### config.mk
export PLATFORM = sky130hd
export DESIGN_NAME = dmem_arbiter
export DESIGN_NICKNAME = d
export VERILOG_FILES = /design/src/rtl/dmem_arbiter.sv
export SDC_FILE = /design/constraint.sdc
export NUM_CORES = 1
export LEC_CHECK = 0
export CAP_MARGIN = 20
export CELL_PAD_IN_SITES_DETAIL_PLACEMENT = 1
export CELL_PAD_IN_SITES_GLOBAL_PLACEMENT = 1
export CORE_ASPECT_RATIO = 1.1
export CORE_MARGIN = 3
export CORE_UTILIZATION = 32
export CTS_BUF_LIST = sky130_fd_sc_hd__clkbuf_16
export DETAILED_ROUTE_END_ITERATION = 6
export MAX_ROUTING_LAYER = met4
export PLACE_DENSITY = 0.93
export SYNTH_ARGS = -nofsm -noshare
export SYNTH_HDL_FRONTEND = slang
export SYNTH_SLANG_ARGS = --single-unit
export TNS_END_PERCENT = 30
### constraint.sdc
create_clock -name clk -period 1.8 [get_ports clk]
set_input_delay 0.18 -clock clk [delete_from_list [all_inputs] [get_ports clk]]
set_output_delay 0.18 -clock clk [all_outputs]
set_load 0.005 [all_outputs]
### src/rtl/dmem_arbiter.sv
// Round-robin arbiter sharing one 1024x32 data memory between the L1 caches of two cores.
// One transaction in flight at a time; read data returns RD_LAT cycles after the read strobe.
module dmem_arbiter #(
    parameter int RD_LAT = 1
) (
    input  logic        clk,
    input  logic        reset,
    input  logic        c0_rd_en,
    input  logic        c0_wr_en,
    input  logic [9:0]  c0_addr,
    input  logic [31:0] c0_wdata,
    input  logic        c1_rd_en,
    input  logic        c1_wr_en,
    input  logic [9:0]  c1_addr,
    input  logic [31:0] c1_wdata,
    output logic        c0_ack,
    output logic [31:0] c0_rdata,
    output logic        c1_ack,
    output logic [31:0] c1_rdata,
    output logic        mem_rd_en,
    output logic        mem_wr_en,
    output logic [9:0]  mem_addr,
    output logic [31:0] mem_wdata,
    input  logic [31:0] mem_rdata,
    output logic        busy,
    output logic        grant_id
);

    typedef enum logic [1:0] {
        IDLE   = 2'd0,
        ACCESS = 2'd1,
        WAIT   = 2'd2,
        RESP   = 2'd3
    } state_t;

    localparam logic [2:0] LAT_LOAD = 3'(RD_LAT - 1);

    state_t      state_reg, state_next;
    logic        rr_ptr_reg, rr_ptr_next;
    logic        grant_id_reg, grant_id_next;
    logic        busy_reg, busy_next;
    logic        op_wr_reg, op_wr_next;
    logic        mem_rd_en_reg, mem_rd_en_next;
    logic        mem_wr_en_reg, mem_wr_en_next;
    logic [9:0]  mem_addr_reg, mem_addr_next;
    logic [31:0] mem_wdata_reg, mem_wdata_next;
    logic [2:0]  cnt_reg, cnt_next;
    logic [1:0]  ack_reg, ack_next;
    logic [1:0]  rdata_load;
    logic [31:0] rdata_reg [2];

    logic [1:0]  rd_req;
    logic [1:0]  wr_req;
    logic [1:0]  req;
    logic [9:0]  req_addr  [2];
    logic [31:0] req_wdata [2];
    logic        win;

    assign rd_req       = {c1_rd_en, c0_rd_en};
    assign wr_req       = {c1_wr_en, c0_wr_en};
    assign req          = rd_req | wr_req;
    assign req_addr[0]  = c0_addr;
    assign req_addr[1]  = c1_addr;
    assign req_wdata[0] = c0_wdata;
    assign req_wdata[1] = c1_wdata;

    always_comb begin
        state_next     = state_reg;
        rr_ptr_next    = rr_ptr_reg;
        grant_id_next  = grant_id_reg;
        op_wr_next     = op_wr_reg;
        mem_addr_next  = mem_addr_reg;
        mem_wdata_next = mem_wdata_reg;
        cnt_next       = cnt_reg;
        mem_rd_en_next = 1'b0;
        mem_wr_en_next = 1'b0;
        ack_next       = 2'b00;
        rdata_load     = 2'b00;
        win            = 1'b0;

        case (state_reg)
            IDLE: begin
                if (|req) begin
                    // Contention goes to the pointer; a lone requester always wins.
                    win            = (&req) ? rr_ptr_reg : req[1];
                    grant_id_next  = win;
                    rr_ptr_next    = ~win;
                    op_wr_next     = wr_req[win];
                    mem_addr_next  = req_addr[win];
                    mem_wdata_next = req_wdata[win];
                    mem_wr_en_next = wr_req[win];
                    mem_rd_en_next = ~wr_req[win];
                    state_next     = ACCESS;
                end
            end
            ACCESS: begin
                if (op_wr_reg) begin
                    ack_next[grant_id_reg] = 1'b1;
                    state_next             = RESP;
                end else begin
                    cnt_next   = LAT_LOAD;
                    state_next = WAIT;
                end
            end
            WAIT: begin
                if (cnt_reg == 3'd0) begin
                    rdata_load[grant_id_reg] = 1'b1;
                    ack_next[grant_id_reg]   = 1'b1;
                    state_next               = RESP;
                end else begin
                    cnt_next = cnt_reg - 3'd1;
                end
            end
            RESP: begin
                state_next = IDLE;
            end
            default: begin
                state_next = IDLE;
            end
        endcase

        busy_next = (state_next != IDLE);
    end

    always_ff @(posedge clk or negedge reset) begin
        if (!reset) begin
            state_reg     <= IDLE;
            rr_ptr_reg    <= 1'b0;
            grant_id_reg  <= 1'b0;
            busy_reg      <= 1'b0;
            op_wr_reg     <= 1'b0;
            mem_rd_en_reg <= 1'b0;
            mem_wr_en_reg <= 1'b0;
            mem_addr_reg  <= '0;
            mem_wdata_reg <= '0;
            cnt_reg       <= '0;
            ack_reg       <= 2'b00;
            for (int i = 0; i < 2; i++) begin
                rdata_reg[i] <= '0;
            end
        end else begin
            state_reg     <= state_next;
            rr_ptr_reg    <= rr_ptr_next;
            grant_id_reg  <= grant_id_next;
            busy_reg      <= busy_next;
            op_wr_reg     <= op_wr_next;
            mem_rd_en_reg <= mem_rd_en_next;
            mem_wr_en_reg <= mem_wr_en_next;
            mem_addr_reg  <= mem_addr_next;
            mem_wdata_reg <= mem_wdata_next;
            cnt_reg       <= cnt_next;
            ack_reg       <= ack_next;
            // Read data persists until the same core's next read completes.
            for (int i = 0; i < 2; i++) begin
                if (rdata_load[i]) begin
                    rdata_reg[i] <= mem_rdata;
                end
            end
        end
    end

    assign c0_ack    = ack_reg[0];
    assign c1_ack    = ack_reg[1];
    assign c0_rdata  = rdata_reg[0];
    assign c1_rdata  = rdata_reg[1];
    assign mem_rd_en = mem_rd_en_reg;
    assign mem_wr_en = mem_wr_en_reg;
    assign mem_addr  = mem_addr_reg;
    assign mem_wdata = mem_wdata_reg;
    assign busy      = busy_reg;
    assign grant_id  = grant_id_reg;

endmodule

==> impl_metrics.prom <==
# TYPE chip_impl_metric gauge
chip_impl_metric{name="drt_first_pass_iters",unit=""} 4
chip_impl_metric{name="detailedPlace.worstSlack",unit="ns"} 0.0240
chip_impl_metric{name="dp_hpwl",unit="mm"} 11.4
chip_impl_metric{name="syn_nets",unit=""} 466
chip_impl_metric{name="yosys.cell_types.count",unit=""} 40
chip_impl_metric{name="crit_path_max_incr_delay",unit="ns"} 0.40
chip_impl_metric{name="synth_area_per_cell",unit="um2"} 14.4
chip_impl_info{name="synthDominantAreaCellType",value="sky130_fd_sc_hd__dfrtp_1"} 1
chip_impl_metric{name="remaining_drc_errors",unit=""} 0
chip_impl_metric{name="count_of_mapped_cells_out_of_synthesis",unit=""} 339
chip_impl_metric{name="maxSlewViolCount",unit=""} 0
chip_impl_metric{name="number_of_levels_the_h_tree_was_split_into",unit=""} 4
chip_impl_metric{name="wl_met1",unit="mm"} 6.08
chip_impl_metric{name="floorplan.initialDensity",unit="%"} 33.3
chip_impl_metric{name="synth-edff-count",unit=""} 0
chip_impl_metric{name="clock_skew",unit="ns"} 0.00920
chip_impl_info{name="worst-setup-path-type",value="flip-flop to flip-flop"} 1
chip_impl_metric{name="post_synth_fa_ha_maj_area_fraction",unit="%"} 1.28
chip_impl_metric{name="grt_pass1_vias",unit=""} 4385
chip_impl_metric{name="timing.max_slew.rel_slack",unit="%"} 59.9
chip_impl_metric{name="placedInstanceArea",unit="um2"} 7500
chip_impl_metric{name="groute.usage.overall",unit="%"} 18.4
chip_impl_metric{name="setup-violations-final",unit=""} 0
chip_impl_metric{name="synth.yosys.warnings",unit=""} 0
chip_impl_metric{name="num_rows",unit=""} 46
chip_impl_metric{name="async_sr_flop_fraction",unit="%"} 100
chip_impl_info{name="min-delay-path-class",value="input pin to asynchronous set/reset pin"} 1
chip_impl_metric{name="area_delta_synth_final",unit="%"} 67.7
chip_impl_metric{name="max-cap-violations",unit=""} 0
chip_impl_metric{name="leakage_power_total",unit="nW"} 3.57
chip_impl_metric{name="met2WireLength",unit="mm"} 7.71
chip_impl_metric{name="worst-endpoint-required",unit="ns"} 2.08
chip_impl_metric{name="design.core.area",unit="um2"} 14700
chip_impl_metric{name="dr.first_iter.drc_count",unit=""} 104
chip_impl_metric{name="stdcell_area",unit="um2"} 8200
chip_impl_metric{name="drt-vias-per-instance",unit=""} 5.01
chip_impl_metric{name="ioPinCount",unit=""} 234
chip_impl_info{name="synth_top_family_by_area",value="multiplexers"} 1
chip_impl_metric{name="clk-insertion-delay-late",unit="ns"} 0.40
chip_impl_info{name="critical_path.cell_chain",value="inv_2, ha_2, nand3b_1, nor2_4, clkbuf_16, mux2_2"} 1
chip_impl_info{name="cts.root.buffer_cell",value="sky130_fd_sc_hd__clkbuf_16"} 1
chip_impl_info{name="topRoutingLayerUsed",value="met4"} 1
chip_impl_metric{name="pin_count_of_the_biggest_net_entering_global_routing",unit=""} 72
chip_impl_metric{name="synth_top_area_share",unit="%"} 60.9
chip_impl_metric{name="yosysSeqAreaShare",unit="%"} 60.9
chip_impl_metric{name="fin_crit",unit="ns"} 1.76
chip_impl_metric{name="clk_path_buf_depth",unit=""} 2
chip_impl_metric{name="vdd.ir_drop.worst",unit="V"} 0.000656
chip_impl_info{name="critPathSlowestCell",value="sky130_fd_sc_hd__dfrtp_1"} 1
chip_impl_metric{name="crit_path_max_fanout",unit=""} 16
chip_impl_metric{name="buffer_ports.inserted",unit=""} 233
chip_impl_metric{name="via_count",unit=""} 3939
chip_impl_metric{name="clk_pin_slew_worst_paths",unit="ns"} 0.06
chip_impl_metric{name="num-nets-final",unit=""} 709
chip_impl_metric{name="final_min_period_over_clock_period",unit="%"} 97.7
chip_impl_metric{name="post_layout_nonfiller_instances",unit=""} 787
chip_impl_metric{name="fmax",unit="MHz"} 568
chip_impl_metric{name="drive_gt1_share",unit="%"} 19.2
chip_impl_metric{name="timing.final.ws_setup",unit="ns"} 0.0406
chip_impl_metric{name="synth_compound_gate_area_share",unit="%"} 11.4
chip_impl_metric{name="finalHoldViolCount",unit=""} 0
chip_impl_metric{name="synth.mux.area_fraction",unit="%"} 15.2
chip_impl_metric{name="detail_route.wl_per_cell",unit="um"} 19.5
chip_impl_metric{name="gpl.final_weighted_congestion",unit=""} 0.755
chip_impl_metric{name="cts_buffers",unit=""} 17
chip_impl_metric{name="synth_xor_area_share",unit="%"} 0
chip_impl_info{name="top_cells_by_area_synth",value="sky130_fd_sc_hd__dfrtp_1 (61%), sky130_fd_sc_hd__mux2_2 (13%), sky130_fd_sc_hd__a221o_1 (8.6%), sky130_fd_sc_hd__and3_1 (5.4%), sky130_fd_sc_hd__buf_6 (1.4%)"} 1
chip_impl_metric{name="wirelength",unit="mm"} 15.4
chip_impl_metric{name="n_antenna_cell",unit=""} 0
chip_impl_metric{name="die_outline_area",unit="um2"} 16800
chip_impl_metric{name="grt_pass1_wl",unit="mm"} 23.1
chip_impl_metric{name="global_route.overflow_total",unit=""} 0
chip_impl_info{name="critical_path.endpoint_type",value="flip-flop"} 1
chip_impl_metric{name="report.power.total",unit="mW"} 14.9
chip_impl_info{name="ys_top_cells_by_count",value="sky130_fd_sc_hd__dfrtp_1 (119), sky130_fd_sc_hd__mux2_2 (56), sky130_fd_sc_hd__a221o_1 (42), sky130_fd_sc_hd__and3_1 (42), sky130_fd_sc_hd__clkbuf_1 (8)"} 1
chip_impl_info{name="startpoint_type",value="flip-flop"} 1
chip_impl_metric{name="antenna_found_initial",unit=""} 0
chip_impl_metric{name="met3_length",unit="mm"} 1.36
chip_impl_metric{name="die_w",unit="um"} 124
chip_impl_metric{name="cp_data_arrival_time",unit="ns"} 2.04
chip_impl_metric{name="synthSimpleGateAreaFrac",unit="%"} 7.60
chip_impl_metric{name="number_of_storage_elements_in_the_synthesis_netlist",unit=""} 119
chip_impl_metric{name="dp.cells",unit=""} 752
chip_impl_metric{name="cts.sinks",unit=""} 119
chip_impl_metric{name="max_slew.worst_pin.slew",unit="ns"} 0.601
chip_impl_info{name="synth_most_common_cell",value="sky130_fd_sc_hd__dfrtp_1"} 1
chip_impl_metric{name="die_height",unit="um"} 136
chip_impl_metric{name="synthesis.area",unit="um2"} 4890
chip_impl_info{name="outcome",value="completed"} 1
chip_impl_info{name="tritoncts_clock_tree",value="done"} 1
chip_impl_info{name="yosys_most_used_dff",value="sky130_fd_sc_hd__dfrtp_1"} 1
chip_impl_metric{name="power_density",unit="nW/um2"} 1820
chip_impl_metric{name="route.antenna.remaining_nets",unit=""} 0
[power breakdown]
part	internal [mW]	total, mW	switching, mW
logic	4.10	6.36	2.26
clock network	2.46	3.69	1.23
registers	4.03	4.85	0.821
total	10.6	14.9	4.30
[routing by layer]
| metal | vias to the layer above | track usage [%] |
|---|---|---|
| met5 | - | - |
| met4 | 0 | 5.17 |
| met3 | 19 | 6.06 |
| met2 | 194 | 30.5 |
| met1 | 1943 | 21.2 |
| li1 | 1783 | - |
[worst max-delay path: cells and delay by family (launching register included)]
family        cells  cell delay (ns)
buf+inv           2             0.32
mux               1             0.34
fa+ha+maj         1             0.20
flops             1             0.40
simple gates      2             0.36
[final timing paths]
check / start / to / slack, ns / depth (start not counted)
setup / recovery: state_reg[0]$_DFF_PN0_ / c0_rdata[18]$_DFFE_PN0P_ / 0.04 / 6
hold / removal: reset / c0_rdata[27]$_DFFE_PN0P_ / 0.37 / 3
setup reg to reg: state_reg[0]$_DFF_PN0_ / c0_rdata[18]$_DFFE_PN0P_ / 0.04 / 6
hold reg to reg: c0_rdata[26]$_DFFE_PN0P_ / c0_rdata[26]$_DFFE_PN0P_ / 0.49 / 1
max in group asynchronous: reset / mem_wdata[17]$_DFFE_PN0P_ / 0.90 / 3
min in group clk: c0_addr[9] / mem_addr[9]$_DFFE_PN0P_ / 0.39 / 2
[cells by family (layout without fill, tap and decap cells)]
kind of cell             after synthesis  count (layout)
buffers and inverters                 29             285
flip-flops                           119             119
AO/OA/AOI/OAI                         60              60
AND/OR/NAND/NOR                       61              61
adder cells (fa/ha/maj)                5               5
multiplexers                          65              65
[metrics by stage]
stage | setup TNS [ns] | utilization (%) | hold WS [ns]
after global placement | 0 | 51.1 | 0.214
after CTS | 0 | 55.6 | 0.380
after floorplan | 0 | - | -0.116
final | 0 | 55.9 | 0.374
after detailed placement | 0 | 51.1 | 0.226
after global routing | -0.00158 | 55.9 | 0.381
[repair_timing]
| action | 4_1_cts | 5_1_grt |
|---|---|---|
| hold endpoints to repair | 119 | 0 |
| resized for setup | 0 | 4 |
| hold buffers | 1 | 0 |
| endpoints found under the setup margin | 0 | 74 |
| setup buffers | 0 | 1 |
[layout make-up]
class,count,area (um2)
tap,192,240
sequential,119,2980
timing repair buffer,248,2550
clock inverter,15,225
clock buffer,17,425
fill,1439,6480
inverter,5,18.8
multi-input combinational,191,1760
[placed cells by master, fill, tap and decap left out, types with 4 or more instances in the layout]
| master | count |
|---|---|
| sky130_fd_sc_hd__a221o_1 | 42 |
| sky130_fd_sc_hd__clkbuf_16 | 18 |
| sky130_fd_sc_hd__clkdlybuf4s50_1 | 232 |
| sky130_fd_sc_hd__buf_4 | 7 |
| sky130_fd_sc_hd__and3_1 | 42 |
| sky130_fd_sc_hd__inv_1 | 4 |
| sky130_fd_sc_hd__dfrtp_1 | 119 |
| sky130_fd_sc_hd__buf_12 | 7 |
| sky130_fd_sc_hd__mux2_1 | 5 |
| sky130_fd_sc_hd__mux2_2 | 56 |
| sky130_fd_sc_hd__bufinv_16 | 5 |
No activity file was read; power rests on OpenSTA's default activity.
